===== config.mk =====
export PLATFORM = sky130hd
export DESIGN_NAME = core_io_bridge
export DESIGN_NICKNAME = d
export VERILOG_FILES = /design/src/rtl/core_io_bridge.sv
export SDC_FILE = /design/constraint.sdc
export NUM_CORES = 1
export LEC_CHECK = 0
export ABC_AREA = 1
export CAP_MARGIN = 20
export CORE_UTILIZATION = 35
export CTS_CLUSTER_SIZE = 24
export DETAILED_ROUTE_END_ITERATION = 7
export DONT_BUFFER_PORTS = 1
export PLACE_DENSITY = 0.5
export SLEW_MARGIN = 25
export SYNTH_ARGS = -nofsm -noshare
export SYNTH_HDL_FRONTEND = slang
export SYNTH_SLANG_ARGS = --single-unit

===== constraint.sdc =====
create_clock -name clk -period 2.45 [get_ports clk]
set_clock_uncertainty 0.2 [all_clocks]
set_input_delay 0.3675 -clock clk [delete_from_list [all_inputs] [get_ports clk]]
set_output_delay 0.3675 -clock clk [all_outputs]
set_load 0.01 [all_outputs]

===== src/rtl/core_io_bridge.sv =====
// core_io_bridge: buffers core port-writes in a TX FIFO for the host, and holds one host word for core din.
// Optional build macro CORE_IO_BRIDGE_STATS_EN adds saturating tx_words/rx_words counters.
`default_nettype none

module core_io_bridge #(
   parameter int DW    = 16,
   parameter int DEPTH = 4,
   parameter int AW    = 2
) (
   input  logic          clk,
   input  logic          sys_rst,
   input  logic [DW-1:0] core_dout,
   input  logic          core_wr,
   input  logic          core_rd,
   output logic [DW-1:0] core_din,
   output logic          core_din_vld,
   output logic          core_stall,
   output logic [DW-1:0] host_tx_data,
   output logic          host_tx_valid,
   input  logic          host_tx_ready,
   input  logic [DW-1:0] host_rx_data,
   input  logic          host_rx_valid,
   output logic          host_rx_ready
`ifdef CORE_IO_BRIDGE_STATS_EN
   ,
   output logic [15:0]   tx_words,
   output logic [15:0]   rx_words
`endif
);

   localparam logic [AW:0] FULL_CNT = DEPTH[AW:0];

   logic [DW-1:0] mem_q [DEPTH];
   logic [AW-1:0] wr_ptr_q, wr_ptr_d;
   logic [AW-1:0] rd_ptr_q, rd_ptr_d;
   logic [AW:0]   count_q,  count_d;
   logic          rx_full_q, rx_full_d;
   logic [DW-1:0] rx_reg_q,  rx_reg_d;

   logic fifo_full;
   logic fifo_empty;
   logic push;
   logic pop;
   logic capture;
   logic consume;

   // Full blocks a push even if the head leaves in the same cycle.
   assign fifo_full  = (count_q == FULL_CNT);
   assign fifo_empty = (count_q == '0);
   assign push       = core_wr && !fifo_full;
   assign pop        = !fifo_empty && host_tx_ready;
   assign capture    = host_rx_valid && !rx_full_q && sys_rst;
   assign consume    = core_rd && rx_full_q;

   assign host_tx_valid = !fifo_empty;
   assign host_tx_data  = fifo_empty ? '0 : mem_q[rd_ptr_q];
   assign host_rx_ready = !rx_full_q && sys_rst;
   assign core_din      = rx_reg_q;
   assign core_din_vld  = rx_full_q;
   assign core_stall    = (core_wr && fifo_full) || (core_rd && !rx_full_q);

   always_comb begin
      wr_ptr_d  = wr_ptr_q;
      rd_ptr_d  = rd_ptr_q;
      count_d   = count_q;
      rx_full_d = rx_full_q;
      rx_reg_d  = rx_reg_q;
      if (push) begin
         wr_ptr_d = wr_ptr_q + 1'b1;
      end
      if (pop) begin
         rd_ptr_d = rd_ptr_q + 1'b1;
      end
      if (push && !pop) begin
         count_d = count_q + 1'b1;
      end else if (pop && !push) begin
         count_d = count_q - 1'b1;
      end
      if (capture) begin
         rx_full_d = 1'b1;
         rx_reg_d  = host_rx_data;
      end else if (consume) begin
         rx_full_d = 1'b0;
      end
   end

   always_ff @(posedge clk) begin
      if (!sys_rst) begin
         wr_ptr_q  <= '0;
         rd_ptr_q  <= '0;
         count_q   <= '0;
         rx_full_q <= 1'b0;
         rx_reg_q  <= '0;
      end else begin
         wr_ptr_q  <= wr_ptr_d;
         rd_ptr_q  <= rd_ptr_d;
         count_q   <= count_d;
         rx_full_q <= rx_full_d;
         rx_reg_q  <= rx_reg_d;
      end
   end

   // Storage needs no reset: reads are masked by count.
   always_ff @(posedge clk) begin
      if (sys_rst && push) begin
         mem_q[wr_ptr_q] <= core_dout;
      end
   end

`ifdef CORE_IO_BRIDGE_STATS_EN
   logic [15:0] tx_words_q, tx_words_d;
   logic [15:0] rx_words_q, rx_words_d;

   always_comb begin
      tx_words_d = tx_words_q;
      rx_words_d = rx_words_q;
      if (pop && (tx_words_q != 16'hFFFF)) begin
         tx_words_d = tx_words_q + 16'd1;
      end
      if (capture && (rx_words_q != 16'hFFFF)) begin
         rx_words_d = rx_words_q + 16'd1;
      end
   end

   always_ff @(posedge clk) begin
      if (!sys_rst) begin
         tx_words_q <= '0;
         rx_words_q <= '0;
      end else begin
         tx_words_q <= tx_words_d;
         rx_words_q <= rx_words_d;
      end
   end

   assign tx_words = tx_words_q;
   assign rx_words = rx_words_q;
`endif

endmodule

`default_nettype wire


==> metrics.yaml, run 1 <==
run_status:
  status: "completed"
detailed_routing:
  drt_iter0_markers: 92
  firstDrtPassIters: 4
  via_count: 2564
  via_per_inst: 4.73
  drc: 0
  wl_per_cell_um: 14.4
  final_antenna_net_count: 0
  finalWirelength_mm: 7.82
sta:
  rsz0062_at_grt: "no"
  slew_viol_final: 0
  whs_ps: 38.2
  fin_crit_sh_pct: 94.9
  relSlewSlack_pct: 61.2
  hold_violations: 0
  tns_ps: 0
  fin_crit_ps: 2330
  worst_slack_ps: 125
  fmax_ghz: 0.430
  setup_violations: 0
  tightest_slew_ps: 582
logic_synthesis:
  seq_area_frac_synth_pct: 67.9
  syn_avg_cell_area_sq_um: 10.7
  yosys_warnings: 0
  synth.most_common_cell: "nor2_1"
  synth_nets: 380
  synthCells: 336
  synth_edf_count: 64
  yosys.area.top_type: "edfxtp_1"
  synth_top_area_share_pct: 53.4
  ys_ff_latch: 90
  async_reset_ff_share_pct: 0
  ys_dominant_reg_cell: "edfxtp_1"
  ys_top_cells_by_area: "edfxtp_1 53%, dfxtp_1 14%, nor2_1 8.1%"
  synth.distinct_cells: 21
  netlist_area_sq_um: 3600
  synthTopCellsByCount: "78 x nor2_1, 64 x edfxtp_1, 37 x nand3_1"
placed_design:
  place_area_sq_um: 3780
  placed_cells: 464
  routabilityCongestion: 0.730
  port_buffers: 0
  dp_hpwl_mm: 4.71
  post-place-ws_ps: 297
job:
  drv_cap: 0
floorplan:
  die_h_um: 103
  ios: 74
  die_area_sq_um: 10700
  num_rows: 36
  initial_utilization_pct: 36.5
  coreArea_sq_um: 9860
  die_w_um: 103
clock_tree:
  cts.path.max_buffers: 2
  cts_root_buf: "clkbuf_8"
  clock_sinks: 90
  clkSlewWorstSetupHoldPaths_ps: 90
  numCtsBuffers: 9
  clkLatencyLatePin_ps: 350
  htree_levels: 3
  cts_tree: "yes"
cells_and_area:
  diodes: 0
  drive_above_1_share_pct: 8.07
  fin_cells: 542
  fin_area_sq_um: 4590
  nNetsFinal: 448
  area_growth_syn_to_layout_pct: 27.5
critical_path:
  regToRegSetupSlack_ps: 120
  critPathKind: "reg2reg"
  cp.required_ps: 2550
  cp.arrival_ps: 2430
  crit_top_cell: "dlygate4sd3_1"
  end_kind: "flop"
  cpMaxStageDelayCell: "dlygate4sd3_1"
  path_max_fanout: 18
  cpPeakStageDelay_ps: 590
  cp_cell_sequence: "nor2_8 > nand3_1 > dlygate4sd3_1 > nand2_1 > dlygate4sd3_1"
  crit_path_start_kind: "flop"
global_route:
  grt_pass1_wl_mm: 12.4
  antenna_found_initial: 0
  grt-ovfl-total: 0
  grt_usage_pct: 15.8
  grt_pass1_vias: 2527
  grt_max_degree: 25
power_and_ir_drop:
  peakVddDrop_v: 0.000310
  p_per_area_nw_per_um2: 843
  p_leak_uw: 0.00168
min_path:
  hold_class: "in2reg"
-- sequential cells by signal, summed over array words and instances, names as in the netlist, named ones only --
name,count
core_din,16
count_q,3
mem_q,64
wr_ptr_q,2
core_din_vld,1
rd_ptr_q,2
-- critical path, delay by kind of cell (launching register included) --
kind	cells	cell delay (ps)
buffers and inverters	2	1120
and+or+nand+nor	3	520
DFF	1	430
-- area by class of cell --
cell class	count	area, sq um
Clock buffer	10	128
Clock inverter	6	42.5
Fill cell	896	5280
Inverter	18	71.3
Multi-Input combinational cell	211	1000
Sequential cell	90	2440
Tap cell	133	166
Timing Repair Buffer	74	733
-- cells by family after synthesis --
logic type / Yosys count / synth area share [%]
buffers and inverters: 35 / 4.28
DFF: 90 / 67.9
AOI/OAI and AO/OA: 54 / 7.55
xor gates and xnor gates: 1 / 0.244
adders and majority gates: 6 / 2.30
and+or+nand+nor: 150 / 17.7
-- power breakdown --
part | leakage (uW) | total [uW] | switching (uW) | internal, uW
registers | 0.000795 | 1850 | 94.3 | 1760
clock network | 0.0000788 | 867 | 497 | 369
logic | 0.000809 | 1140 | 725 | 420
-- timing repair --
item / in CTS / in global routing
gates resized for setup: 1 / 1
setup endpoints to repair: 6 / 14
endpoints found under the hold margin: 89 / 0
buffers inserted: 1 / 0
hold buffers: 61 / 0
-- metrics by stage --
stage	util, %	total power [uW]
detailed placement	38.3	2880
CTS	46.5	3910
global route	46.5	4130
floorplan	-	2620
finish	46.5	3870
global placement	38.3	2860
-- layer usage --
metal	share of wire [%]	routed length, um	global-route usage (%)
met1	42	3270	17.4
met2	50	3900	27.8
met3	6.9	539	6.59
met4	1.4	108	4.98
met5	0	0	0
-- cells in the final DEF, fill, tap and decap left out, types with 2 or more instances in the layout --
| cell | synthesis | routed |
|---|---|---|
| a21oi_1 | 20 | 20 |
| buf_12 | 0 | 2 |
| buf_4 | 3 | 11 |
| clkbuf_8 | 0 | 9 |
| clkinvlp_4 | 0 | 3 |
| dfxtp_1 | 26 | 26 |
| dlygate4sd3_1 | 0 | 61 |
| edfxtp_1 | 64 | 64 |
| ha_1 | 5 | 5 |
| inv_1 | 17 | 16 |
| nand2_1 | 32 | 31 |
| nand3_1 | 37 | 37 |
| nor2_1 | 78 | 78 |
| o21ai_0 | 33 | 33 |
-- final timing paths --
kind                 startpoint            to  depth (start not counted)
setup / recovery   core_din_vld   core_din[2]                          5
hold / removal    host_rx_valid  core_din_vld                          2
setup reg to reg   core_din_vld   core_din[2]                          5
hold reg to reg     rd_ptr_q[1]   rd_ptr_q[1]                          2
Note: power is estimated with default switching activity, not from simulation.
==> run 2: changes to the inputs <==
--- a/config.mk
+++ b/config.mk
@@ -8,6 +8,7 @@
 export ABC_AREA = 1
 export CAP_MARGIN = 20
 export CORE_UTILIZATION = 35
+export CTS_BUF_LIST = sky130_fd_sc_hd__clkbuf_4
 export CTS_CLUSTER_SIZE = 24
 export DETAILED_ROUTE_END_ITERATION = 7
 export DONT_BUFFER_PORTS = 1
==> run 2 against run 1 <==
Sequential power about the same. Worst hold slack better by 24 ps. Die area is the same. Worst setup slack lost 84 ps. Total power fell by 3.4%. Via count grew 1.7%. Combinational power up 4%. Routed wire length increased by 3.8%. Global-route usage fell by 0.051 points. Non-clock buffer count up 10. Register-to-register slack got worse by 30 ps. Clock power fell by 20%. Largest power group unchanged.
==> metrics.yaml, run 2 (same netlist as run 1, synthesis figures left out) <==
placed_design:
  dp_hpwl_mm: 4.71
  routabilityCongestion: 0.730
  port_buffers: 0
floorplan:
  ios: 74
  die_h_um: 103
  coreArea_sq_um: 9860
  initial_utilization_pct: 36.5
  die_area_sq_um: 10700
  num_rows: 36
  die_w_um: 103
global_route:
  grt_max_degree: 25
  grt_usage_pct: 15.8
  grt_pass1_vias: 2561
  grt-ovfl-total: 0
  grt_pass1_wl_mm: 12.3
  antenna_found_initial: 0
detailed_routing:
  final_antenna_net_count: 0
  firstDrtPassIters: 4
  via_per_inst: 4.71
  via_count: 2608
  finalWirelength_mm: 8.11
  drc: 0
  drt_iter0_markers: 90
  wl_per_cell_um: 14.6
run_status:
  status: "completed"
critical_path:
  regToRegSetupSlack_ps: 90
  crit_path_start_kind: "primary input"
  reg2reg_from: "core_din_vld"
  reg2reg_depth: 5
  r2r-end: "core_din[2]"
  cp.required_ps: 2630
  startpoint: "sys_rst"
  cp.arrival_ps: 2590
  critPathKind: "in2reg"
  path_max_fanout: 21
  end_kind: "flop"
  critPathCapture: "core_din[2]"
clock_tree:
  clkLatencyLatePin_ps: 420
  cts_tree: "yes"
  cts_root_buf: "clkbuf_4"
  cts.path.max_buffers: 2
  numCtsBuffers: 9
  clock_sinks: 90
  clkSlewWorstSetupHoldPaths_ps: 140
  htree_levels: 3
cells_and_area:
  nNetsFinal: 460
  final_cell_mix: "78 x nor2_1, 71 x dlygate4sd3_1, 64 x edfxtp_1"
  max_flop_register: "mem_q"
  drive_above_1_share_pct: 9.50
  fin_util_pct: 47.3
  final_common_cell: "nor2_1"
  regArea_sq_um: 2440
  area_growth_syn_to_layout_pct: 29.9
  multiInputGateArea_sq_um: 1040
  fillers: 898
  largest_reg_flops: 64
  diodes: 0
sta:
  fin_crit_sh_pct: 98.4
  setup_violations: 0
  fin_crit_ps: 2410
  slew_viol_final: 0
  tns_ps: 0
  relSlewSlack_pct: 61.4
  fmax_ghz: 0.415
  hold_violations: 0
  rsz0062_at_grt: "yes"
  tightest_slew_ps: 578
min_path:
  whs_path_depth: 4
  hold_class: "in2reg"
power_and_ir_drop:
  peakVddDrop_v: 0.000327
  p_per_area_nw_per_um2: 799
  p_leak_uw: 0.00170
job:
  drv_cap: 0
## run 2: cell count changes in the layout (fill, tap and decap cells not counted), sizes merged
| cell | before | now |
|---|---|---|
| dlygate4sd3 | 61 | 71 |
| nor2 | 79 | 81 |
## run 2: how the worst min path moves through the flow
| stage | to | from |
|---|---|---|
| after global placement | mem_q[1][8] | core_dout[8] |
| after global routing | wr_ptr_q[0] | core_wr |
| after detailed placement | mem_q[1][7] | core_dout[7] |
| after floorplan | mem_q[0][0] | core_dout[0] |
| after CTS | wr_ptr_q[0] | core_wr |
| final | wr_ptr_q[0] | core_wr |
## run 2: layout make-up
cell class                      instances  share of cell area [%]
Clock inverter                          6                   0.911
Timing Repair Buffer                   84                    17.8
Multi-Input combinational cell        213                    22.2
Inverter                               18                    1.58
Clock buffer                           10                    1.61
Sequential cell                        90                    52.3
Tap cell                              133                    3.56
## run 2: worst max-delay path, stage by stage
cell           delay [ps]
dlygate4sd3_1         620
inv_4                 110
nor2_8                190
nand3_1               110
dlygate4sd3_1         580
nand2_1                80
dlygate4sd3_1         530
## run 2: power by group
part           switching, uW  leakage, uW  internal, uW  total [uW]
Sequential              96.7     0.000795          1760        1860
Clock                    475    0.0000589           221         696
Combinational            738     0.000845           441        1180
Total                   1310      0.00170          2420        3730
## run 2: stage by stage
step	setup slack, ps	cell area, sq um	power (uW)	hold slack (ps)	instances
after floorplan	319	3600	2620	266	336
after global placement	352	3780	2860	267	464
after detailed placement	297	3780	2880	267	464
after CTS	55.5	4630	3760	31.5	552
after global routing	-18.0	4670	4010	64.8	554
final	40.2	4670	3730	62.7	554
## run 2: layer usage
layer  wire length (um)  global-route usage (%)  share of wire (%)  vias to the layer above
li1                   -                       -                  -                     1305
met1               3300                    16.8                 41                     1209
met2               4130                    28.4                 51                       84
met3                583                    6.59                7.2                       10
met4                108                    4.66                1.3                        0
met5                  0                       0                  0                        -
## run 2: what timing repair did
action	4_1_cts	5_1_grt
endpoints found under the setup margin	7	19
hold endpoints to repair	90	0
hold buffers	71	0
gates cloned	0	2
pin swaps	0	1
gates resized for setup	2	5
buffers inserted	1	0
